--- config.mk ---
export PLATFORM = sky130hd
export DESIGN_NAME = prf_free_list_flat
export DESIGN_NICKNAME = d
export VERILOG_FILES = /design/src/rtl/prf_free_list_if.sv /design/src/rtl/prf_free_list.sv /design/src/flat_wrapper.sv
export SDC_FILE = /design/constraint.sdc
export NUM_CORES = 1
export LEC_CHECK = 0
export ABC_AREA = 1
export BUFFER_PORTS_ARGS = -buffer_cell sky130_fd_sc_hd__buf_2
export CELL_PAD_IN_SITES_DETAIL_PLACEMENT = 1
export CELL_PAD_IN_SITES_GLOBAL_PLACEMENT = 2
export CORE_ASPECT_RATIO = 0.75
export CORE_MARGIN = 8
export CORE_UTILIZATION = 35
export CTS_BUF_LIST = sky130_fd_sc_hd__clkbuf_4 sky130_fd_sc_hd__clkbuf_8
export DETAILED_ROUTE_END_ITERATION = 8
export PLACE_DENSITY_LB_ADDON = 0.1
export SYNTH_ARGS = -nofsm -noshare
export SYNTH_HDL_FRONTEND = slang
export SYNTH_SLANG_ARGS = --single-unit
--- constraint.sdc ---
create_clock -name clock -period 4 [get_ports clock]
set_input_delay 0.8 -clock clock [delete_from_list [all_inputs] [get_ports clock]]
set_output_delay 0.8 -clock clock [all_outputs]
set_load 0.005 [all_outputs]
--- src/rtl/prf_free_list_if.sv ---
// prf_free_list_if
//   Bundles the dispatch, retire and status signals of the PRF free list.
//   The master modport is the pipeline side (dispatch + retire); the slave
//   modport is the free list itself.
//
//   Handshake: alloc_num != 0 is the request ("valid") and alloc_ok is the
//   grant ("ready"). A request is consumed only at a clock edge where both
//   are high. When alloc_ok is low nothing is consumed and the requester
//   must hold or re-issue. Frees and commits have no back-pressure: they are
//   taken every cycle they are presented.
//
//   Signals:
//     alloc_num        PRNs requested by dispatch this cycle (0..N)
//     alloc_prn        N packed PRNs at head..head+N-1 (slot i at [i*PW +: PW])
//     alloc_ok         request granted this cycle
//     free_valid       per-slot free strobe from retire
//     free_prn         N packed stale PRNs
//     commit_alloc_num retiring instructions that allocated a PRN this cycle
//     rollback         squash: head returns to the committed head
//     free_count       registered number of free PRNs
//     dbl_free_err     sticky double-free flag (0 unless the check is built)
interface prf_free_list_if #(
  parameter int N      = 2,
  parameter int PRF_SZ = 64
);
  localparam int PW  = $clog2(PRF_SZ);
  localparam int CW  = $clog2(N + 1);
  localparam int FCW = PW + 1;

  logic [CW-1:0]   alloc_num;
  logic [N*PW-1:0] alloc_prn;
  logic            alloc_ok;
  logic [N-1:0]    free_valid;
  logic [N*PW-1:0] free_prn;
  logic [CW-1:0]   commit_alloc_num;
  logic            rollback;
  logic [FCW-1:0]  free_count;
  logic            dbl_free_err;

  modport master (
    output alloc_num, free_valid, free_prn, commit_alloc_num, rollback,
    input  alloc_prn, alloc_ok, free_count, dbl_free_err
  );

  modport slave (
    input  alloc_num, free_valid, free_prn, commit_alloc_num, rollback,
    output alloc_prn, alloc_ok, free_count, dbl_free_err
  );
endinterface

--- src/rtl/prf_free_list.sv ---
// prf_free_list
//   Circular-queue allocator of free physical register numbers for an
//   R10K-style physical register file. Dispatch takes up to N PRNs per cycle
//   from the head; retire returns up to N stale PRNs per cycle at the tail.
//   A committed head tracks the oldest allocation that has not yet
//   committed, so a squash restores the head in a single cycle.
//
//   Ports:
//     clock   system clock
//     reset   synchronous, active-high reset
//     fl      prf_free_list_if.slave (alloc/free/commit/rollback/status)
//
//   Optional build macro FREE_LIST_DBL_FREE_CHECK_EN: keeps a PRF_SZ-bit
//   bitmap of free PRNs and raises a sticky dbl_free_err when a PRN that is
//   already free is freed again, or the same PRN appears on two free slots
//   in one cycle. Without the macro dbl_free_err is tied low.
module prf_free_list #(
  parameter int N       = 2,
  parameter int PRF_SZ  = 64,
  parameter int ARCH_SZ = 32
) (
  input  logic            clock,
  input  logic            reset,
  prf_free_list_if.slave  fl
);
  localparam int PW  = $clog2(PRF_SZ);
  localparam int CW  = $clog2(N + 1);
  localparam int FCW = PW + 1;

  logic [PW-1:0]  entry [PRF_SZ];
  logic [PW-1:0]  head;
  logic [PW-1:0]  commit_head;
  logic [PW-1:0]  tail;
  logic [FCW-1:0] free_count_q;

  logic [PW-1:0]  aprn [N];
  logic [PW-1:0]  fprn [N];
  logic           alloc_ok_c;
  logic [CW-1:0]  grant_num;
  logic [N-1:0]   free_acc;
  logic [CW-1:0]  free_ofs [N];
  logic [CW-1:0]  free_cnt;
  logic [PW-1:0]  inflight;
  logic [FCW-1:0] free_count_nxt;
  logic [PW-1:0]  head_nxt;

  // Unpack the slot buses and present the head window combinationally.
  for (genvar g = 0; g < N; g++) begin : g_slot
    assign aprn[g] = entry[head + PW'(g)];
    assign fprn[g] = fl.free_prn[g*PW +: PW];
    assign fl.alloc_prn[g*PW +: PW] = aprn[g];
  end

  // All-or-nothing grant; a rollback cycle never allocates.
  assign alloc_ok_c = (FCW'(fl.alloc_num) <= free_count_q) && !fl.rollback;
  assign grant_num  = alloc_ok_c ? fl.alloc_num : '0;
  assign fl.alloc_ok   = alloc_ok_c;
  assign fl.free_count = free_count_q;

  // Compact accepted frees in slot order: each accepted slot gets the next
  // tail offset. PRN 0 is never a real free and is dropped here.
  always_comb begin
    free_cnt = '0;
    for (int i = 0; i < N; i++) begin
      free_acc[i] = fl.free_valid[i] && (fprn[i] != '0);
      free_ofs[i] = free_cnt;
      if (free_acc[i]) free_cnt = free_cnt + CW'(1);
    end
  end

  // PRNs handed out but not yet committed; modulo PRF_SZ by construction.
  assign inflight = head - commit_head;

  always_comb begin
    if (fl.rollback) begin
      // Everything past the post-commit head goes back on the list.
      head_nxt       = commit_head + PW'(fl.commit_alloc_num);
      free_count_nxt = free_count_q + FCW'(inflight)
                       - FCW'(fl.commit_alloc_num) + FCW'(free_cnt);
    end else begin
      head_nxt       = head + PW'(grant_num);
      free_count_nxt = free_count_q - FCW'(grant_num) + FCW'(free_cnt);
    end
  end

  always_ff @(posedge clock) begin
    if (reset) begin
      for (int k = 0; k < PRF_SZ; k++) begin
        entry[k] <= (k < PRF_SZ - ARCH_SZ) ? PW'(ARCH_SZ + k) : '0;
      end
      head         <= '0;
      commit_head  <= '0;
      tail         <= PW'(PRF_SZ - ARCH_SZ);
      free_count_q <= FCW'(PRF_SZ - ARCH_SZ);
    end else begin
      for (int i = 0; i < N; i++) begin
        if (free_acc[i]) entry[tail + PW'(free_ofs[i])] <= fprn[i];
      end
      head         <= head_nxt;
      commit_head  <= commit_head + PW'(fl.commit_alloc_num);
      tail         <= tail + PW'(free_cnt);
      free_count_q <= free_count_nxt;
    end
  end

`ifdef FREE_LIST_DBL_FREE_CHECK_EN
  logic [PRF_SZ-1:0] bitmap;
  logic [PRF_SZ-1:0] bitmap_nxt;
  logic              dbl_hit;
  logic              dbl_err_q;

  // Order matters: allocations clear, squashed PRNs are set, then frees set.
  // The double-free test looks at the bitmap as it stood before this cycle.
  always_comb begin
    bitmap_nxt = bitmap;
    dbl_hit    = 1'b0;
    for (int i = 0; i < N; i++) begin
      if (CW'(i) < grant_num) bitmap_nxt[aprn[i]] = 1'b0;
    end
    if (fl.rollback) begin
      // Squashed window: offsets [commit_alloc_num, inflight) from commit_head.
      for (int k = 0; k < PRF_SZ; k++) begin
        if ((PW'(k) >= PW'(fl.commit_alloc_num)) && (PW'(k) < inflight)) begin
          bitmap_nxt[entry[commit_head + PW'(k)]] = 1'b1;
        end
      end
    end
    for (int i = 0; i < N; i++) begin
      if (free_acc[i]) begin
        if (bitmap[fprn[i]]) dbl_hit = 1'b1;
        for (int j = 0; j < i; j++) begin
          if (free_acc[j] && (fprn[j] == fprn[i])) dbl_hit = 1'b1;
        end
        bitmap_nxt[fprn[i]] = 1'b1;
      end
    end
  end

  always_ff @(posedge clock) begin
    if (reset) begin
      for (int k = 0; k < PRF_SZ; k++) bitmap[k] <= (k >= ARCH_SZ);
      dbl_err_q <= 1'b0;
    end else begin
      bitmap <= bitmap_nxt;
      if (dbl_hit) dbl_err_q <= 1'b1;
    end
  end

  assign fl.dbl_free_err = dbl_err_q;
`else
  assign fl.dbl_free_err = 1'b0;
`endif
endmodule

--- src/flat_wrapper.sv ---
// flat-port wrapper written by rule: the top's interface ports become plain ports
module prf_free_list_flat 
#(
  parameter int N       = 2,
  parameter int PRF_SZ  = 64,
  parameter int ARCH_SZ = 32
)
  (clock, reset, fl_alloc_num, fl_free_valid, fl_free_prn, fl_commit_alloc_num, fl_rollback, fl_alloc_prn, fl_alloc_ok, fl_free_count, fl_dbl_free_err);
  prf_free_list_if #(.N(N), .PRF_SZ(PRF_SZ)) fl_i ();
  input  logic clock;
  input  logic reset;
  input wire logic [$bits(fl_i.alloc_num)-1:0] fl_alloc_num;
  input wire logic [$bits(fl_i.free_valid)-1:0] fl_free_valid;
  input wire logic [$bits(fl_i.free_prn)-1:0] fl_free_prn;
  input wire logic [$bits(fl_i.commit_alloc_num)-1:0] fl_commit_alloc_num;
  input wire logic [$bits(fl_i.rollback)-1:0] fl_rollback;
  output wire logic [$bits(fl_i.alloc_prn)-1:0] fl_alloc_prn;
  output wire logic [$bits(fl_i.alloc_ok)-1:0] fl_alloc_ok;
  output wire logic [$bits(fl_i.free_count)-1:0] fl_free_count;
  output wire logic [$bits(fl_i.dbl_free_err)-1:0] fl_dbl_free_err;
  assign fl_i.alloc_num = fl_alloc_num;
  assign fl_i.free_valid = fl_free_valid;
  assign fl_i.free_prn = fl_free_prn;
  assign fl_i.commit_alloc_num = fl_commit_alloc_num;
  assign fl_i.rollback = fl_rollback;
  assign fl_alloc_prn = fl_i.alloc_prn;
  assign fl_alloc_ok = fl_i.alloc_ok;
  assign fl_free_count = fl_i.free_count;
  assign fl_dbl_free_err = fl_i.dbl_free_err;
  prf_free_list #(.N(N), .PRF_SZ(PRF_SZ), .ARCH_SZ(ARCH_SZ)) u_core (.clock(clock), .reset(reset), .fl(fl_i));
endmodule
# Word-level counts from Yosys, hierarchy flattened
# Memories as Yosys holds them, arrays and structs flattened. A register that Yosys moved wholly into a read port is not among the register bits.
# Cells that the tools add are included.
[op_classes]
n_addsub = 12
magnitude_cmp = 1
n_mux = 20
n_reduce_logical = 8
[op_table]
columns = ["op", "n"]
rows = [
  ["6-bit 2-to-1 mux", 6],
  ["6-bit by 2-bit adder with 6-bit output", 3],
  ["7-bit by 2-bit adder with 7-bit output", 2],
  ["7-bit by 2-bit subtractor with 7-bit output", 2],
  ["6-bit nonzero test", 2],
  ["6-bit OR reduction", 2],
  ["1-bit 2-to-1 mux", 11],
  ["7-bit by 6-bit adder with 7-bit output", 1],
  ["2-bit by 7-bit <= comparator with 1-bit output", 1],
  ["7-bit 2-to-1 mux", 1],
  ["6-bit by 1-bit adder with 6-bit output", 1],
  ["6-bit by 1-bit adder with 6-bit output (second input constant)", 1],
  ["6-bit subtractor", 1],
  ["2-bit 2-to-1 mux", 2],
  ["1-bit logical AND", 3],
  ["1-bit by 1-bit adder with 2-bit output (second input constant)", 1],
  ["1-bit zero test", 1],
]
[word_totals]
regBits = 25
ramBits = 384
elab_cells = 46
memories = 1
[memory_table]
columns = ["name", "depth", "width", "read_ports", "rd_clocked_by_memory_dff", "wr", "line_no", "source"]
rows = [
  ["u_core.entry", 64, 6, 2, 1, 64, "prf_free_list.sv:30", "logic [PW-1:0] entry [PRF_SZ];"],
]

# Longest topological paths before layout
# Gate-level depths: netlist (run 1).
[logic_depth]
word_depth = 7
depth_mapped = 25
depth_no_buf = 21

# Worst setup path before layout (run 1)
# OpenSTA, ideal clock, no wires.
[synth_timing]
path_type = "register to register"
startpoint = "reg u_core.head[0]"
endpoint = "reg u_core.free_count_q[5], in the netlist u_core.fl.free_count[5]"
setup_time_ns = 0.134
t_arrival_ns = 3.913
t_required_ns = 3.866
slack_ns = -0.047
path_stages_with_launch = 19
path_buffers = 4
synth_period_minus_slack_ns = 4.047
cell_sequence = "dfxtp_1 -> buf_2 -> buf_2 -> inv_2 -> buf_2 -> clkbuf_1 -> ha_1 -> inv_1 -> fa_1 -> inv_1 -> fa_1 -> fa_1 -> inv_1 -> ha_1 -> fa_1 -> nand3_1 -> nand2_1 -> o21ai_0 -> nand3_1"
[synth_between]
elab_chain_len = 5
[synth_rtl]
columns = ["item", "line_no", "source"]
rows = [
  ["from (decl)", "prf_free_list.sv:31", "logic [PW-1:0] head;"],
  ["from (signal assigned)", "prf_free_list.sv:99", "head <= head_nxt;"],
  ["6-bit subtractor", "prf_free_list.sv:72", "assign inflight = head - commit_head;"],
  ["7-bit by 6-bit adder with 7-bit output", "prf_free_list.sv:78", "free_count_nxt = free_count_q + FCW'(inflight)"],
  ["7-bit by 2-bit subtractor with 7-bit output", "prf_free_list.sv:79", "- FCW'(fl.commit_alloc_num) + FCW'(free_cnt);"],
  ["7-bit by 2-bit adder with 7-bit output", "prf_free_list.sv:79", ""],
  ["7-bit 2-to-1 mux", "prf_free_list.sv:75", "if (fl.rollback) begin"],
  ["to (signal assigned)", "prf_free_list.sv:94", "free_count_q <= FCW'(PRF_SZ - ARCH_SZ);"],
  ["to (signal assigned)", "prf_free_list.sv:102", "free_count_q <= free_count_nxt;"],
  ["to (decl)", "prf_free_list.sv:34", "logic [FCW-1:0] free_count_q;"],
]
# Every way passes these cells.
# A chain may end at the register's enable or synchronous reset.

# Worst setup path in the final report (run 1)
[layout_timing]
startpoint = "reg u_core.head[2]"
endpoint = "out fl_alloc_prn[10]"
[layout_between]
elab_chain_len = 2
[layout_rtl]
columns = ["item", "line_no", "source"]
rows = [
  ["6-bit by 1-bit adder with 6-bit output", "prf_free_list.sv:49", "assign aprn[g] = entry[head + PW'(g)];"],
  ["memory read 64 x 6 bit", "n/a", ""],
  ["to (decl)", "flat_wrapper.sv:17", "output wire logic [$bits(fl_i.alloc_prn)-1:0] fl_alloc_prn;"],
]
# Every way passes these cells.

==> results of run 1 <==
[timing repair]
action | 4_1_cts | 5_1_grt
resized for setup | 20 | 6
buffers inserted | 0 | 3
cloned | 3 | 1
endpoints found under the setup margin | 12 | 12
[worst reg2reg max path, delay by kind of cell (launching register included)]
family,cells,cell delay [ns]
flip-flops,1,0.49
AND/OR/NAND/NOR,3,0.27
AO/OA/AOI/OAI,1,0.14
adder cells (fa/ha/maj),6,2.20
buffers and inverters,4,0.32
[kinds of logic (layout without fill, tap and decap cells)]
family | count (synthesis) | after routing
AOI/OAI and AO/OA | 526 | 526
xor gates and xnor gates | 22 | 22
adders and majority gates | 52 | 52
buffers and inverters | 771 | 930
DFF | 409 | 409
other | 1 | 4
and+or+nand+nor | 2399 | 2399
[registers in the layout, summed over array words and instances (netlist names)]
register              flops
u_core.fl.free_count      7
u_core.tail               6
u_core.head               6
u_core.commit_head        6
u_core.entry            384
[path summary, 6_finish.rpt]
check,cells past startpoint,startpoint,slack (ns),end
worst max-delay path,11,u_core.head[2]$_SDFF_PP0_,0.04,fl_alloc_prn[10]
worst min-delay path,3,fl_rollback,0.51,u_core.fl.free_count[4]$_SDFF_PP0_
worst min register to register,2,u_core.commit_head[5]$_SDFF_PP0_,0.53,u_core.commit_head[5]$_SDFF_PP0_
worst max register to register,14,u_core.head[0]$_SDFF_PP0_,0.49,u_core.fl.free_count[5]$_SDFF_PP1_
[synthesized netlist by cell type, types with 2 or more instances]
master	n	share of area
edfxtp_1	384	0.40
xor2_1	14	0.0042
o211ai_1	100	0.026
fa_1	10	0.0069
a21oi_1	104	0.018
clkinv_1	3	0.00039
a31oi_1	2	0.00043
nand3_1	872	0.15
nand3_2	3	0.0010
nor3_2	8	0.0027
o21ai_0	310	0.053
o22a_1	2	0.00060
o21ai_1	6	0.0010
buf_2	82	0.014
inv_2	23	0.0030
inv_1	442	0.057
nor2_2	5	0.0011
buf_4	8	0.0021
nand4_1	12	0.0026
clkbuf_1	152	0.020
dfxtp_1	25	0.017
ha_1	42	0.018
nor2_1	203	0.026
nor3_1	10	0.0017
xnor2_1	7	0.0021
nand2_2	5	0.0011
nand2_1	1268	0.16
buf_1	61	0.0078
nand3b_1	9	0.0023
nor2_4	2	0.00077
[routing by layer]
layer / routed length [um] / GRT usage
met5: 0 / 0
met2: 58600 / 0.430
met3: 13100 / 0.0600
met1: 67100 / 0.447
met4: 3750 / 0.0821
[metrics by stage]
| stage | hold slack [ns] | setup slack (ns) | util |
|---|---|---|---|
| 2_1_floorplan | 0.481 | 0.0530 | - |
| 3_3_place_gp | 0.500 | -0.209 | 0.390 |
| 3_5_place_dp | 0.524 | -0.173 | 0.390 |
| 4_1_cts | 0.457 | 0.00535 | 0.411 |
| 5_1_grt | 0.505 | -0.00627 | 0.412 |
| 6_report | 0.507 | 0.0408 | 0.412 |
[power by group]
| part | switching (mW) | internal (mW) |
|---|---|---|
| clock | 2.07 | 2.25 |
| combinational | 3.84 | 1.67 |
| sequential | 0.136 | 4.85 |
| total | 6.05 | 8.77 |
[layout make-up]
class	count	area (sq um)
multi-input cells	3000	14300
fillers	10400	48500
inverters	468	1770
flip-flops and latches	409	12000
clock buffers	107	1320
repair buffers	325	2970
diodes	3	7.51
well taps	1116	1400
clock inverters	30	186
==> impl_metrics.yaml, run 1 <==
final_layout:
  final_cells: 5458
  layout_commonest_cell: "nand2_1"
  drive_above_1_share: 0.118
  areaGrowthSynthToFinish_pct: 16.4
  nNetsFinal: 4356
  final_cell_mix: "nand2_1 (1267), nand3_1 (866), inv_1 (440)"
  final_area_sq_mm: 0.0340
yosys:
  yosysWarningCount: 0
  synth_nets: 4253
  synth_area_sq_mm: 0.0292
  synth_ff_type: "edfxtp_1"
  synth-compound-area-share: 0.0994
  synth-adder-area-share: 0.0249
  synth_edf_count: 384
  async_flop_share: 0
  yosysSeqAreaShare: 0.412
  synth-simple-area-share: 0.353
  synth_xor_area_frac: 0.00686
  ys_types: 36
  synth_cells: 4180
  ys_ff_latch: 409
  synth.area.mux_share: 0
  avgSynthCellArea_sq_um: 6.98
  synth_top_family_by_area: "simple AND/OR/NAND/NOR gates"
worst_setup_path:
  crit_fanout: 17
  critPathArrivalTime_ns: 3.16
  endpoint_kind: "output pin"
  crit_buf_inv: 5
  cp_cell_sequence: "buf_12 -> nand2_1 -> clkinv_4 -> nand2_1 -> xor2_1 -> inv_2 -> buf_4 -> nand3_1 -> nand3_1 -> nand2_1 -> buf_2"
  critPathTopFamily: "buffers and inverters"
  cp_slowest_cell: "dfxtp_2"
  crit_required_ns: 3.20
  crit_type: "register to output pin"
  crit_top_cell: "nand2_1"
  crit_path_max_incr_delay_ns: 0.42
  start_kind: "register"
die:
  dieArea_sq_mm: 0.0929
  die_y_um: 266
  initial_core_util: 0.354
  fp.dieW_um: 349
  io_pins: 42
  num_rows: 91
  core_area_sq_mm: 0.0824
timing:
  setup-violations-final: 0
  hold_violations: 0
  slew_violations: 0
  fmax_ghz: 0.253
  skew_ns: 0.0388
  slew-limit-headroom: 0.235
  worst_pin_slew_ns: 1.15
  period_needed_ns: 3.96
  tns_ns: 0
  min_period_over_period: 0.990
placement:
  gp_congestion: 0.881
  placed_area_sq_mm: 0.0322
  dpl.hpwl_um: 93800
  place_inst: 5311
  io_buffers: 40
grt:
  grt_pass1_wl_um: 205000
  antenna_found_initial: 5
  overflow: 0
  grt_pass1_vias: 29400
  grt_max_degree: 206
  grt_use_total: 0.298
pwr:
  ir_drop_mv: 0.209
  p_per_area_mw_per_mm2: 436
  finalPower_mw: 14.8
  power.leakage_nw: 14.9
clocking:
  clk_latency_ns: 0.73
  hold_buffers: 0
  numCtsBuffers: 79
  cts.clk_slew.worst_paths_ns: 0.07
  ctsRootBufferMaster: "clkbuf_8"
  cts_num_sinks: 409
  ctsLongestPathBuffers: 3
  cts_max_level: 3
  cts_tree: "done"
job:
  max_cap_viol_count: 0
routing:
  routed_wl_um: 143000
  wl_per_cell_um: 26.1
  antenna_left: 0
  avgViaCountPerCell: 5.57
  drt-pass1-iter-count: 6
  drtIter0Drc: 3243
  route.detailed.drc: 0
  dr_total_vias: 30400
status:
  outcome: "complete, no violations"
min_path:
  min_path_type: "primary input to register"
Note: power is estimated with default switching activity, not from simulation.
==> run 2, diff against run 1 <==
Settings changed: CORE_MARGIN 8 to default.
==> impl_metrics.yaml, run 2 (synthesis gave the netlist of run 1 again) <==
worst_setup_path:
  crit_required_ns: 3.20
  critPathLaunch: "u_core.head[0]$_SDFF_PP0_"
  critPathArrivalTime_ns: 3.14
  cp_slowest_cell: "dfxtp_4"
  cp_num_cells: 11
  crit_top_cell: "nand3_1"
  crit_buf_inv: 4
  cp_cell_sequence: "ha_4 -> inv_4 -> buf_12 -> buf_4 -> nand2_1 -> nand3_1 -> nand3_1 -> nand3_1 -> nand3_1 -> nand2_1 -> buf_2"
  reg2reg_depth: 14
  crit_type: "register to output pin"
  crit_path_max_incr_delay_ns: 0.48
  start_kind: "register"
  crit_fanout: 34
  critPathTopFamily: "simple AND/OR/NAND/NOR gates"
  r2r-end: "u_core.fl.free_count[5]$_SDFF_PP1_"
  endpoint: "fl_alloc_prn[7]"
  endpoint_kind: "output pin"
  r2r_slack_ns: 0.46
  reg2reg_from: "u_core.head[0]$_SDFF_PP0_"
pwr:
  power.leakage_nw: 14.5
  ir_drop_mv: 0.350
  p_per_area_mw_per_mm2: 449
placement:
  gp_congestion: 0.904
  dpl.hpwl_um: 89600
  preCtsSetupSlack_ns: -0.0931
  io_buffers: 40
final_layout:
  final_cell_mix: "nand2_1 (1267), nand3_1 (869), inv_1 (440)"
  final_util: 0.404
  layout_commonest_cell: "nand2_1"
  regMostFlops: "u_core.entry"
  nNetsFinal: 4276
  fillCellCount: 10400
  largest_reg_flops: 384
  areaGrowthSynthToFinish_pct: 14.1
  drive_above_1_share: 0.102
routing:
  dr_total_vias: 30100
  route.detailed.drc: 0
  drtIter0Drc: 3190
  routed_wl_um: 139000
  drt-pass1-iter-count: 8
  wl_per_cell_um: 25.8
  avgViaCountPerCell: 5.60
  antenna_left: 0
timing:
  min_period_over_period: 0.986
  setup-violations-final: 0
  slew_violations: 0
  setup_ws_ns: 0.0557
  skew_ns: 0.0448
  hold_ws_ns: 0.535
  period_needed_ns: 3.94
  hold_violations: 0
  fmax_ghz: 0.254
  tns_ns: 0
  slew-limit-headroom: 0.164
  worst_pin_slew_ns: 1.25
grt:
  overflow: 0
  antenna_found_initial: 6
  grt_pass1_vias: 29100
  grt_use_total: 0.324
  grt_pass1_wl_um: 200000
  grt_max_degree: 202
clocking:
  cts.clk_slew.worst_paths_ns: 0.06
  cts_tree: "done"
  clk_latency_ns: 0.74
  ctsLongestPathBuffers: 3
  ctsRootBufferMaster: "clkbuf_8"
  cts_max_level: 3
  cts_num_sinks: 409
  numCtsBuffers: 77
die:
  die_y_um: 252
  core_area_sq_mm: 0.0823
  io_pins: 42
  dieArea_sq_mm: 0.0845
  initial_core_util: 0.354
  num_rows: 91
  fp.dieW_um: 335
job:
  max_cap_viol_count: 0
status:
  outcome: "complete, no violations"
min_path:
  min_path_type: "register to register"
-- run 2: changes by cell type in the layout (fill, tap and decap cells not counted), moves of 2 or more --
cell and delta:
buf_4 -70, buf_12 -11, buf_8 +3, bufinv_16 +3, clkinv_1 -3, nand3_1 +3, nand3_2 -3, clkbuf_16 +2
clkinvlp_4 +2, inv_2 +2
-- run 2: final cells by class --
type / instances / area [sq um] / area share
flip-flops and latches: 409 / 12000 / 0.362
diodes: 2 / 5.00 / 0.000150
multi-input cells: 3000 / 14200 / 0.428
clock buffers: 106 / 1300 / 0.0391
inverters: 468 / 1760 / 0.0530
repair buffers: 247 / 2260 / 0.0678
well taps: 1116 / 1400 / 0.0419
clock inverters: 32 / 284 / 0.00853
-- run 2: worst min-delay path by stage --
stage,start,endpoint,slack [ns],cells after the start
floorplan,u_core.commit_head[5]$_SDFF_PP0_,u_core.commit_head[5]$_SDFF_PP0_,0.48,2
global placement,u_core.commit_head[5]$_SDFF_PP0_,u_core.commit_head[5]$_SDFF_PP0_,0.51,2
detailed placement,u_core.commit_head[5]$_SDFF_PP0_,u_core.commit_head[5]$_SDFF_PP0_,0.51,2
CTS,u_core.commit_head[5]$_SDFF_PP0_,u_core.commit_head[5]$_SDFF_PP0_,0.52,2
global route,u_core.commit_head[5]$_SDFF_PP0_,u_core.commit_head[5]$_SDFF_PP0_,0.57,2
finish,u_core.commit_head[5]$_SDFF_PP0_,u_core.commit_head[5]$_SDFF_PP0_,0.53,2
-- run 2: what timing repair did --
action	CTS	global route
cloned	2	3
hold buffers	0	0
resized for setup	10	14
setup buffers	0	3
endpoints found under the setup margin	12	11
-- run 2: layer usage --
layer  vias up  routed length (um)  track usage
li1      13900                   -            -
met1     14800               65100        0.480
met2      1189               58600        0.480
met3       212               11000       0.0537
met4         0                4030       0.0951
met5         -                   0            0
-- run 2: worst register-to-register path, delay by kind of cell, from the launching register on --
kind            cells  cell delay [ns]
compound gates      1             0.17
fa+ha+maj           6             2.20
buf+inv             4             0.30
flops               1             0.48
simple gates        3             0.27
-- run 2: report_power, final --
part | switching, mW | internal [mW] | total [mW]
registers | 0.137 | 4.85 | 4.99
clock network | 2.07 | 2.43 | 4.50
logic | 3.81 | 1.64 | 5.45
total | 6.02 | 8.92 | 14.9
-- run 2: metrics by stage --
step / cells / area [sq um] / power (mW)
floorplan: 4180 / 29200 / 8.12
global placement: 5232 / 31400 / 10.3
detailed placement: 5232 / 31400 / 10.3
CTS: 5372 / 33100 / 14.9
global route: 5380 / 33300 / 15.6
finish: 5380 / 33300 / 14.9
